===== config.mk =====
export PLATFORM = sky130hd
export DESIGN_NAME = gate_tester
export DESIGN_NICKNAME = d
export VERILOG_FILES = /design/src/rtl/gate_tester_pkg.sv /design/src/rtl/gt_lfsr16.sv /design/src/rtl/gate_tester.sv
export SDC_FILE = /design/constraint.sdc
export NUM_CORES = 1
export LEC_CHECK = 0
export ABC_CLOCK_PERIOD_IN_PS = 3300
export BUFFER_PORTS_ARGS = -buffer_cell sky130_fd_sc_hd__buf_2
export CAP_MARGIN = 25
export CORE_MARGIN = 4
export CORE_UTILIZATION = 50
export CTS_BUF_LIST = sky130_fd_sc_hd__clkbuf_4 sky130_fd_sc_hd__clkbuf_8
export DETAILED_ROUTE_END_ITERATION = 10
export PLACE_DENSITY_LB_ADDON = 0.08
export REMOVE_ABC_BUFFERS = 1
export SYNTH_ARGS = -nofsm -noshare
export SYNTH_HDL_FRONTEND = slang
export SYNTH_SLANG_ARGS = --single-unit

===== constraint.sdc =====
create_clock -name sys_clk -period 3.3 [get_ports sys_clk]
set_input_delay 0.33 -clock sys_clk [delete_from_list [all_inputs] [get_ports sys_clk]]
set_output_delay 0.33 -clock sys_clk [all_outputs]
set_load 0.1 [all_outputs]

===== src/rtl/gate_tester_pkg.sv =====
// Shared definitions for the gate tester: FSM encoding, gate mode codes,
// LFSR constants and the golden gate function.
package gate_tester_pkg;

    typedef enum logic [4:0] {
        ST_IDLE = 5'b00001,
        ST_SEND = 5'b00010,
        ST_WAIT = 5'b00100,
        ST_CMP  = 5'b01000,
        ST_END  = 5'b10000
    } state_t;

    localparam logic [2:0] MODE_NOT  = 3'd0;
    localparam logic [2:0] MODE_BUF  = 3'd1;
    localparam logic [2:0] MODE_AND  = 3'd2;
    localparam logic [2:0] MODE_OR   = 3'd3;
    localparam logic [2:0] MODE_XOR  = 3'd4;
    localparam logic [2:0] MODE_NAND = 3'd5;

    localparam logic [15:0] LFSR_SEED = 16'hACE1;
    // Taps 16,14,13,11 expressed as bit positions 15,13,12,10.
    localparam logic [15:0] LFSR_TAPS = 16'hB400;

    // Reserved codes 6 and 7 fall through to XOR.
    function automatic logic gold_fn(input logic [2:0] mode, input logic a, input logic b);
        case (mode)
            MODE_NOT:  return ~a;
            MODE_BUF:  return a;
            MODE_AND:  return a & b;
            MODE_OR:   return a | b;
            MODE_NAND: return ~(a & b);
            default:   return a ^ b;
        endcase
    endfunction

endpackage


===== src/rtl/gt_lfsr16.sv =====
// 16-bit Fibonacci LFSR shifting toward the MSB, with seed load and advance.
module gt_lfsr16
    import gate_tester_pkg::*;
(
    input  logic        sys_clk,
    input  logic        sys_rst_n,
    input  logic        load,
    input  logic        advance,
    output logic [15:0] lfsr_next
);

    logic [15:0] lfsr_q;

    assign lfsr_next = {lfsr_q[14:0], ^(lfsr_q & LFSR_TAPS)};

    always_ff @(posedge sys_clk or negedge sys_rst_n) begin
        if (!sys_rst_n)   lfsr_q <= LFSR_SEED;
        else if (load)    lfsr_q <= LFSR_SEED;
        else if (advance) lfsr_q <= lfsr_next;
    end

endmodule


===== src/rtl/gate_tester.sv =====
// Multi-channel stimulus/compare engine: drives LFSR vectors onto N_CH gates,
// waits WAIT_CYC cycles, compares against the golden function, counts errors.
module gate_tester
    import gate_tester_pkg::*;
#(
    parameter int N_CH     = 4,
    parameter int WAIT_CYC = 2,
    parameter int PKG_LEN  = 65535,
    parameter int ERR_W    = 32
) (
    input  logic                  sys_clk,
    input  logic                  sys_rst_n,
    input  logic                  GT_START,
    input  logic                  GT_ABORT,
    input  logic [2:0]            GT_MODE,
    output logic [N_CH-1:0]       GT_A,
    output logic [N_CH-1:0]       GT_B,
    input  logic [N_CH-1:0]       GT_IN,
    output logic                  GT_BUSY,
    output logic                  GT_FINISH,
    output logic [N_CH*ERR_W-1:0] GT_ERROR
);

    localparam logic [15:0] VEC_LAST  = 16'(PKG_LEN - 1);
    localparam logic [3:0]  WAIT_LAST = 4'(WAIT_CYC - 1);

    state_t      state_q, state_d;
    logic [2:0]  mode_q;
    logic [15:0] vec_cnt;
    logic [3:0]  wait_cnt;
    logic [15:0] lfsr_next;
    logic        start_run, send_en, cmp_en;
    logic        lfsr_unused;

    always_ff @(posedge sys_clk or negedge sys_rst_n) begin
        if (!sys_rst_n) state_q <= ST_IDLE;
        else            state_q <= state_d;
    end

    always_comb begin
        state_d = state_q;
        case (state_q)
            ST_IDLE: if (GT_START) state_d = ST_SEND;
            ST_SEND: state_d = ST_WAIT;
            ST_WAIT: if (wait_cnt == WAIT_LAST) state_d = ST_CMP;
            ST_CMP:  state_d = (vec_cnt == VEC_LAST) ? ST_END : ST_SEND;
            ST_END:  state_d = ST_IDLE;
            default: state_d = ST_IDLE;
        endcase
        if (GT_ABORT && state_q != ST_IDLE) state_d = ST_IDLE;
    end

    // Abort suppresses the SEND/CMP side effects of the cycle it lands in.
    always_comb begin
        start_run = 1'b0;
        send_en   = 1'b0;
        cmp_en    = 1'b0;
        case (state_q)
            ST_IDLE: start_run = GT_START;
            ST_SEND: send_en   = !GT_ABORT;
            ST_CMP:  cmp_en    = !GT_ABORT;
            default: ;
        endcase
    end

    assign GT_BUSY   = (state_q != ST_IDLE);
    assign GT_FINISH = (state_q == ST_END);

    always_ff @(posedge sys_clk or negedge sys_rst_n) begin
        if (!sys_rst_n) begin
            mode_q   <= MODE_NOT;
            vec_cnt  <= '0;
            wait_cnt <= '0;
        end else begin
            if (start_run) begin
                mode_q  <= GT_MODE;
                vec_cnt <= '0;
            end else if (cmp_en) begin
                vec_cnt <= vec_cnt + 16'd1;
            end
            if (state_q == ST_SEND)      wait_cnt <= '0;
            else if (state_q == ST_WAIT) wait_cnt <= wait_cnt + 4'd1;
        end
    end

    gt_lfsr16 u_lfsr (
        .sys_clk   (sys_clk),
        .sys_rst_n (sys_rst_n),
        .load      (start_run),
        .advance   (send_en),
        .lfsr_next (lfsr_next)
    );

    // Middle LFSR bits feed no channel for small N_CH.
    assign lfsr_unused = ^lfsr_next;

    for (genvar i = 0; i < N_CH; i++) begin : g_ch
        logic             a_q, b_q, mis;
        logic [ERR_W-1:0] err_q;

        assign mis = (GT_IN[i] != gold_fn(mode_q, a_q, b_q));

        always_ff @(posedge sys_clk or negedge sys_rst_n) begin
            if (!sys_rst_n) begin
                a_q   <= 1'b0;
                b_q   <= 1'b0;
                err_q <= '0;
            end else begin
                if (send_en) begin
                    a_q <= lfsr_next[i];
                    b_q <= lfsr_next[15-i];
                end
                if (start_run)                           err_q <= '0;
                else if (cmp_en && mis && err_q != '1)   err_q <= err_q + 1'b1;
            end
        end

        assign GT_A[i] = a_q;
        assign GT_B[i] = b_q;
        assign GT_ERROR[i*ERR_W +: ERR_W] = err_q;
    end

endmodule


==> key figures, run 1 <==
Outcome
  – Status: complete, no violations

Floorplanning
  – Number of cell rows: 50
  – Number of top-level pins: roughly 150
  – Height of the die: between 100 and 150 um
  – Die footprint: roughly 22000 um^2
  – Die X-Extent: ~150 um
  – Core Area: between 15000 and 20000 um^2
  – Initial Util: 51.6%

Cells and area
  – Final Non-Filler Cells: 1559
  – Share of post-route cells with drive strength above 1: 19.4%
  – N_diodes: 0
  – Final Util: roughly three fifths
  – Multi-input gate area: approximately 4900 um^2
  – # nets final: roughly 1300
  – Area growth from synthesis to final layout: 15.3%
  – Layout filler cell count: ~1700
  – Reg area: 4520 um^2

STA
  – Setup TNS: 0 ps
  – Final min period: a little under 3000 ps
  – RSZ-0062 raised after global routing: no
  – F_max: approximately 340 MHz
  – Clock Skews: between 15 and 20 ps
  – Setup-failing EPs final: 0
  – Crit share post-route: 87.8%
  – Final hold vios: 0
  – Count of pins over their slew limit: 0
  – Slew headroom: a little under two fifths
  – Hold Slack: 78.8 ps
  – Worst-margin pin slew: roughly 930 ps

Logic synthesis
  – FFs w/ async S/R, synth: 100%
  – Syn Inst Count: 1137
  – Largest cells by area after synthesis: dfrtp_1 44%, nand2_1 6.4%, o21ai_0 5.0%
  – Synth Flop Type: dfrtp_1
  – FF+latch count, synth: 180
  – Synthesis Warnings: 0
  – Sequential-to-total area share from yosys stat: 46.0%
  – Post-synth EDFFs: 0
  – Largest area contributor in the netlist: dfrtp_1
  – Count of unique library cells instantiated by Yosys: 58
  – Syn Area/Cell: 8.63 um^2
  – Post-synth top area share: a little over two fifths
  – Synthesized area: 9810 um^2

Hold path
  – Hold Path Depth: 3
  – Min-delay src: GT_MODE[2]
  – Hold path endpoint: mode_q[2]
  – HP Class: input port to register

Detailed routing
  – Total wire length: ~25000 um
  – Drt drc: 0
  – Drt pass-1 iters: 5
  – Vias/cell: approximately 5.8
  – Avg WL per Cell: around 16 um
  – Post-route ant nets: 0
  – Via Count: approximately 9000
  – Initial DRC Count: 531

Global route
  – Largest net degree at the start of global routing: 66
  – Total grt overflow: 0
  – Total GRT Usage: a little under a quarter
  – Initial antenna violation count: 1
  – First-pass GRT wire length: roughly 42000 um
  – Vias in the first global route: around 8600

Critical path
  – Req. time, crit path: between 3000 and 4000 ps
  – Crit path arrival time: ~3300 ps
  – Reg2reg start: g_ch[2].err_q[13]
  – Flop-to-flop setup slack: around 400 ps
  – Reg-to-reg endpoint: g_ch[2].err_q[5]
  – Startpoint Class: register
  – Worst setup EP type: register
  – Critical Setup Path Class: register to register
  – Worst-path maximum fanout: 13
  – Register-to-Register Path Depth: 8

Pwr
  – LEAKAGE: between 5 and 6 nW
  – Pint: between 3 and 4 mW
  – Total chip power: 5.71 mW
  – Seq pwr share: between 40% and 50%
  – Switch Pwr: between 2 and 2.5 mW
  – Worst VDD drop: 0.249 mV
  – PwrDens: 505 nW/um^2
  – Logic gate share of total power: 29.4%
  – Switch share: a little under two fifths
  – Clock power frac: a little over a quarter

Placement
  – Detailed Place HPWL: 17200 um
  – IO buf count: 148
  – DP Cell Count: 1526
  – Routability congestion estimate: between 0.8 and 0.9

Clock tree
  – Clock tree buffer depth: 2
  – Sink Count: 180
  – Number of buffers created by CTS: 17
  – CTS H-tree lvls: 4
  – CTS tree: yes
  – Clk slew on worst S/H paths: around 100 ps
  – # resized after CTS: 0
  – CTS root buffer: clkbuf_8
  – Worst-Skew Late Latency: about 460 ps

Flow run
  – Max-cap viol count: 0
[what timing repair did]
action,in CTS,in global routing
buffers inserted,0,0
endpoints found under the hold margin,53,0
hold buffers,1,0
[power groups by stage]
stage / Sequential, mW / Combinational, mW / Clock [mW]
5_1_grt: 2.59 / 1.84 / 1.62
4_1_cts: 2.55 / 1.69 / 1.53
2_1_floorplan: 2.90 / 0.829 / 0
6_report: 2.55 / 1.68 / 1.48
3_5_place_dp: 2.60 / 1.68 / 0
3_3_place_gp: 2.59 / 1.67 / 0
[per-stage QoR]
stage | instance area [um^2] | setup slack, ps
after floorplan | 9530 | -634
after global placement | 10900 | 251
after detailed placement | 10900 | 446
after CTS | 11300 | 415
after global routing | 11300 | 186
final | 11300 | 401
[kinds of logic after synthesis]
kind of cell             count (synthesis)  share of synthesized area (%)
AND/OR/NAND/NOR                        558                           28.1
AO/OA/AOI/OAI                          245                           15.4
flip-flops                             180                           46.0
buffers and inverters                   93                           4.23
XOR/XNOR                                35                           3.12
adder cells (fa/ha/maj)                 16                           2.04
multiplexers                            10                           1.02
[cells in the final DEF (no fill, tap or decap), types with 10 or more instances in the layout]
cell and n:
a21o_1 17, a21oi_1 42, a31oi_1 22, and3_1 34
buf_2 147, buf_4 37, clkbuf_8 19, dfrtp_1 171
ha_1 16, inv_1 35, mux2i_1 10, nand2_1 166
nand3_1 89, nand4_1 30, nor2_1 77, nor3_1 58
nor4_1 15, o21ai_0 98, o31ai_1 15, or2_2 12
or3_1 34, xnor2_1 17, xor2_1 18
[state kept, by name (all words and copies together) (netlist names)]
register	flops
g_ch.a_q	4
g_ch.b_q	4
g_ch.err_q	128
mode_q	3
state_q	5
u_lfsr.lfsr_q	16
vec_cnt	16
wait_cnt	4
[layout make-up]
type / instances / area share, %
clock buffers: 21 / 2.44
repair buffers: 188 / 9.42
well taps: 260 / 2.88
clock inverters: 11 / 0.907
multi-input cells: 864 / 43.3
inverters: 35 / 1.16
flip-flops and latches: 180 / 39.9
[Yosys cell counts (all sizes together) (3+ instances only)]
cell,count
nand3b,6
nor2b,3
and3,34
nor4,15
and2,4
mux2i,10
o311ai,6
xor2,18
nand3,89
nand4,30
dfstp,9
nor3,59
ha,16
a21o,17
nand2,166
a32oi,3
dfrtp,171
a221o,6
inv,35
buf,25
o211ai,7
o31ai,15
or3,34
o41ai,4
a41oi,3
a31oi,22
nor2,79
o21ai,102
or4,9
o21a,5
and4,6
clkbuf,33
or2,14
xnor2,17
a21oi,43
[how the worst max path moves through the flow]
stage / endpoint / depth (start not counted) / from
5_1_grt: g_ch[1].err_q[15] / 8 / g_ch[1].err_q[1]
2_1_floorplan: g_ch[3].err_q[10] / 8 / g_ch[3].err_q[0]
4_1_cts: g_ch[2].err_q[5] / 8 / g_ch[2].err_q[13]
3_5_place_dp: g_ch[2].err_q[5] / 8 / g_ch[2].err_q[13]
3_3_place_gp: g_ch[0].err_q[3] / 9 / g_ch[0].a_q
6_report: g_ch[2].err_q[5] / 8 / g_ch[2].err_q[13]
[critical path: stages, from the launching register on]
cell and delay [ps]:
dfrtp_1 450, nand3_1 160, or4_4 530, or4_4 590
o32ai_4 240, nor2_1 250, buf_4 240, a21o_1 160
a21o_1 170
[metal layers]
metal | vias to the layer above | GRT usage (%) | wire length, um
met5 | - | 0 | 13
met4 | 2 | 6.28 | 261
met3 | 22 | 4.42 | 1290
met2 | 233 | 36.5 | 11400
met1 | 4315 | 31.8 | 11700
li1 | 4399 | - | -
Power figures use the tool's default switching activity.
==> run 2: changes to the inputs <==
--- a/config.mk
+++ b/config.mk
@@ -7,3 +7,3 @@
 export LEC_CHECK = 0
-export ABC_CLOCK_PERIOD_IN_PS = 3300
+export ABC_CLOCK_PERIOD_IN_PS = 2500
 export BUFFER_PORTS_ARGS = -buffer_cell sky130_fd_sc_hd__buf_2
@@ -19 +19,2 @@
 export SYNTH_SLANG_ARGS = --single-unit
+export TNS_END_PERCENT = 20
==> constraint.sdc (replaced) <==
create_clock -name sys_clk -period 2.5 [get_ports sys_clk]
set_input_delay 0.5 -clock sys_clk [delete_from_list [all_inputs] [get_ports sys_clk]]
set_output_delay 0.5 -clock sys_clk [all_outputs]
set_load 0.1 [all_outputs]
==> key figures, run 2 (same netlist as run 1, synthesis figures left out) <==
Critical path
  – CP peak stage delay: approximately 530 ps
  – Crit path arrival time: 2890 ps
  – Slowest CP cell: or4_4
  – Startpoint Class: register
  – Worst setup EP type: register
  – Critical Setup Path Class: register to register
  – Flop-to-flop setup slack: -40 ps
  – Critical path cell sequence: nand2_2, or4_4, or4_4, o32ai_4, nor2_2, buf_12, a21o_1, a21o_1
  – Worst-path maximum fanout: 10
  – Req. time, crit path: about 2900 ps
  – Register-to-Register Path Depth: 8

Pwr
  – Worst VDD drop: ~0.42 mV
  – PwrDens: 670 nW/um^2
  – LEAKAGE: around 6.0 nW
  – Switch Pwr: 3.11 mW
  – Pint: about 5.4 mW
  – Switch share: between 30 and 40%
  – Clock power frac: between 20% and 30%
  – Logic gate share of total power: between 30% and 40%
  – Seq pwr share: about two fifths

Cells and area
  – Leading cell type in the layout, fill and taps excluded: dfrtp_1
  – Area growth from synthesis to final layout: 29.0%
  – Final Non-Filler Cells: ~1700
  – Commonest cells after routing, fill and taps aside: 170 x dfrtp_1, 161 x nand2_1, 147 x buf_2, 121 x buf_4, 87 x nand3_1
  – Largest regs: g_ch.err_q: 128 flops, u_lfsr.lfsr_q: 16 flops, vec_cnt: 16 flops
  – Share of post-route cells with drive strength above 1: around 30%
  – # nets final: 1418
  – Top reg by flops: g_ch.err_q
  – N_diodes: 0
  – Max reg flops: between 100 and 150
  – Final Util: 66.6%

STA
  – Fin worst setup slack: -36.9 ps
  – RSZ-0062 raised after global routing: yes
  – Count of pins over their slew limit: 0
  – Clock Skews: 16.1 ps
  – Worst-margin pin slew: between 500 and 600 ps
  – Hold Slack: ~240 ps
  – Setup-failing EPs final: 8
  – Slew headroom: between 60% and 70%
  – Crit share post-route: 101%
  – Final min period: roughly 2500 ps
  – F_max: approximately 390 MHz
  – Final hold vios: 0

Global route
  – Vias in the first global route: around 9000
  – Total grt overflow: 0
  – Largest net degree at the start of global routing: 56
  – Initial antenna violation count: 1
  – Total GRT Usage: 24.4%
  – First-pass GRT wire length: 44500 um

Clock tree
  – Sink Count: 180
  – CTS tree: yes
  – Clock tree buffer depth: 2
  – Clk slew on worst S/H paths: roughly 100 ps
  – Worst-Skew Late Latency: 460 ps
  – Number of buffers created by CTS: 17
  – CTS H-tree lvls: 4
  – CTS root buffer: clkbuf_8

Outcome
  – Status: finished, violations left
  – Failing checks: setup timing

Floorplanning
  – Die X-Extent: 148 um
  – Height of the die: ~150 um
  – Number of top-level pins: 149
  – Core Area: about 19000 um^2
  – Initial Util: around half
  – Die footprint: 21900 um^2
  – Number of cell rows: 50

Placement
  – Routability congestion estimate: between 0.8 and 0.9
  – DP Cell Count: about 1600
  – Detailed Place HPWL: approximately 18000 um
  – DP Worst Slack: -148 ps
  – IO buf count: about 150

Hold path
  – Hold Path Depth: 3
  – HP Class: input port to register

Detailed routing
  – Drt pass-1 iters: 5
  – Drt drc: 0
  – Total wire length: roughly 27000 um
  – Initial DRC Count: 542
  – Post-route ant nets: 0
  – Via Count: ~9500
  – Vias/cell: around 5.7
  – Avg WL per Cell: about 16 um

Flow run
  – Max-cap viol count: 0
## run 2: power by group through the flow
stage	Combinational [mW]	Sequential, mW	Clock [mW]
floorplan	1.09	3.83	0
global placement	2.50	3.38	0
detailed placement	2.52	3.39	0
CTS	2.66	3.34	2.22
global route	3.19	3.37	2.35
finish	2.97	3.34	2.16
## run 2: what timing repair did
action,CTS,global route
hold endpoints to repair,23,0
setup endpoints to repair,47,115
setup buffers,6,9
resized for setup,30,76
gates cloned,1,1
pin swaps,12,25
hold buffers,1,0
## run 2: through the flow
step	power [mW]	cell area, um^2	TNS [ps]
after floorplan	4.92	9530	-154770
after global placement	5.88	11700	-653
after detailed placement	5.91	11700	-1950
after CTS	8.22	12300	-255
after global routing	8.91	12700	-2490
final	8.48	12700	-165
## run 2: path summary, 6_finish.rpt
path | start | to
min reg2reg | u_lfsr.lfsr_q[8] | u_lfsr.lfsr_q[9]
min | GT_MODE[2] | mode_q[2]
max | g_ch[2].err_q[12] | g_ch[2].err_q[5]
max in group asynchronous | sys_rst_n | g_ch[1].err_q[10]
min in group asynchronous | sys_rst_n | g_ch[2].err_q[15]
max reg2reg | g_ch[2].err_q[12] | g_ch[2].err_q[5]
## run 2: layer usage
metal,global-route usage (%),vias up,routed length (um)
li1,-,4607,-
met1,34.7,4624,12400
met2,39.0,258,12600
met3,4.97,23,1460
met4,5.03,2,255
met5,0,-,13
## run 2: worst max-delay path: cells and delay by family, from the launching register on
| family | cells | cell delay [ps] |
|---|---|---|
| AO/OA/AOI/OAI | 3 | 640 |
| buffers and inverters | 1 | 170 |
| flip-flops | 1 | 390 |
| AND/OR/NAND/NOR | 4 | 1220 |
## run 2: cell type report
| class | count | area (um^2) |
|---|---|---|
| sequential | 180 | 4520 |
| timing repair buffer | 293 | 2030 |
| clock inverter | 8 | 124 |
| clock buffer | 23 | 304 |
| tap | 260 | 325 |
| inverter | 35 | 131 |
| multi-input combinational | 864 | 5230 |
| fill | 1668 | 6360 |
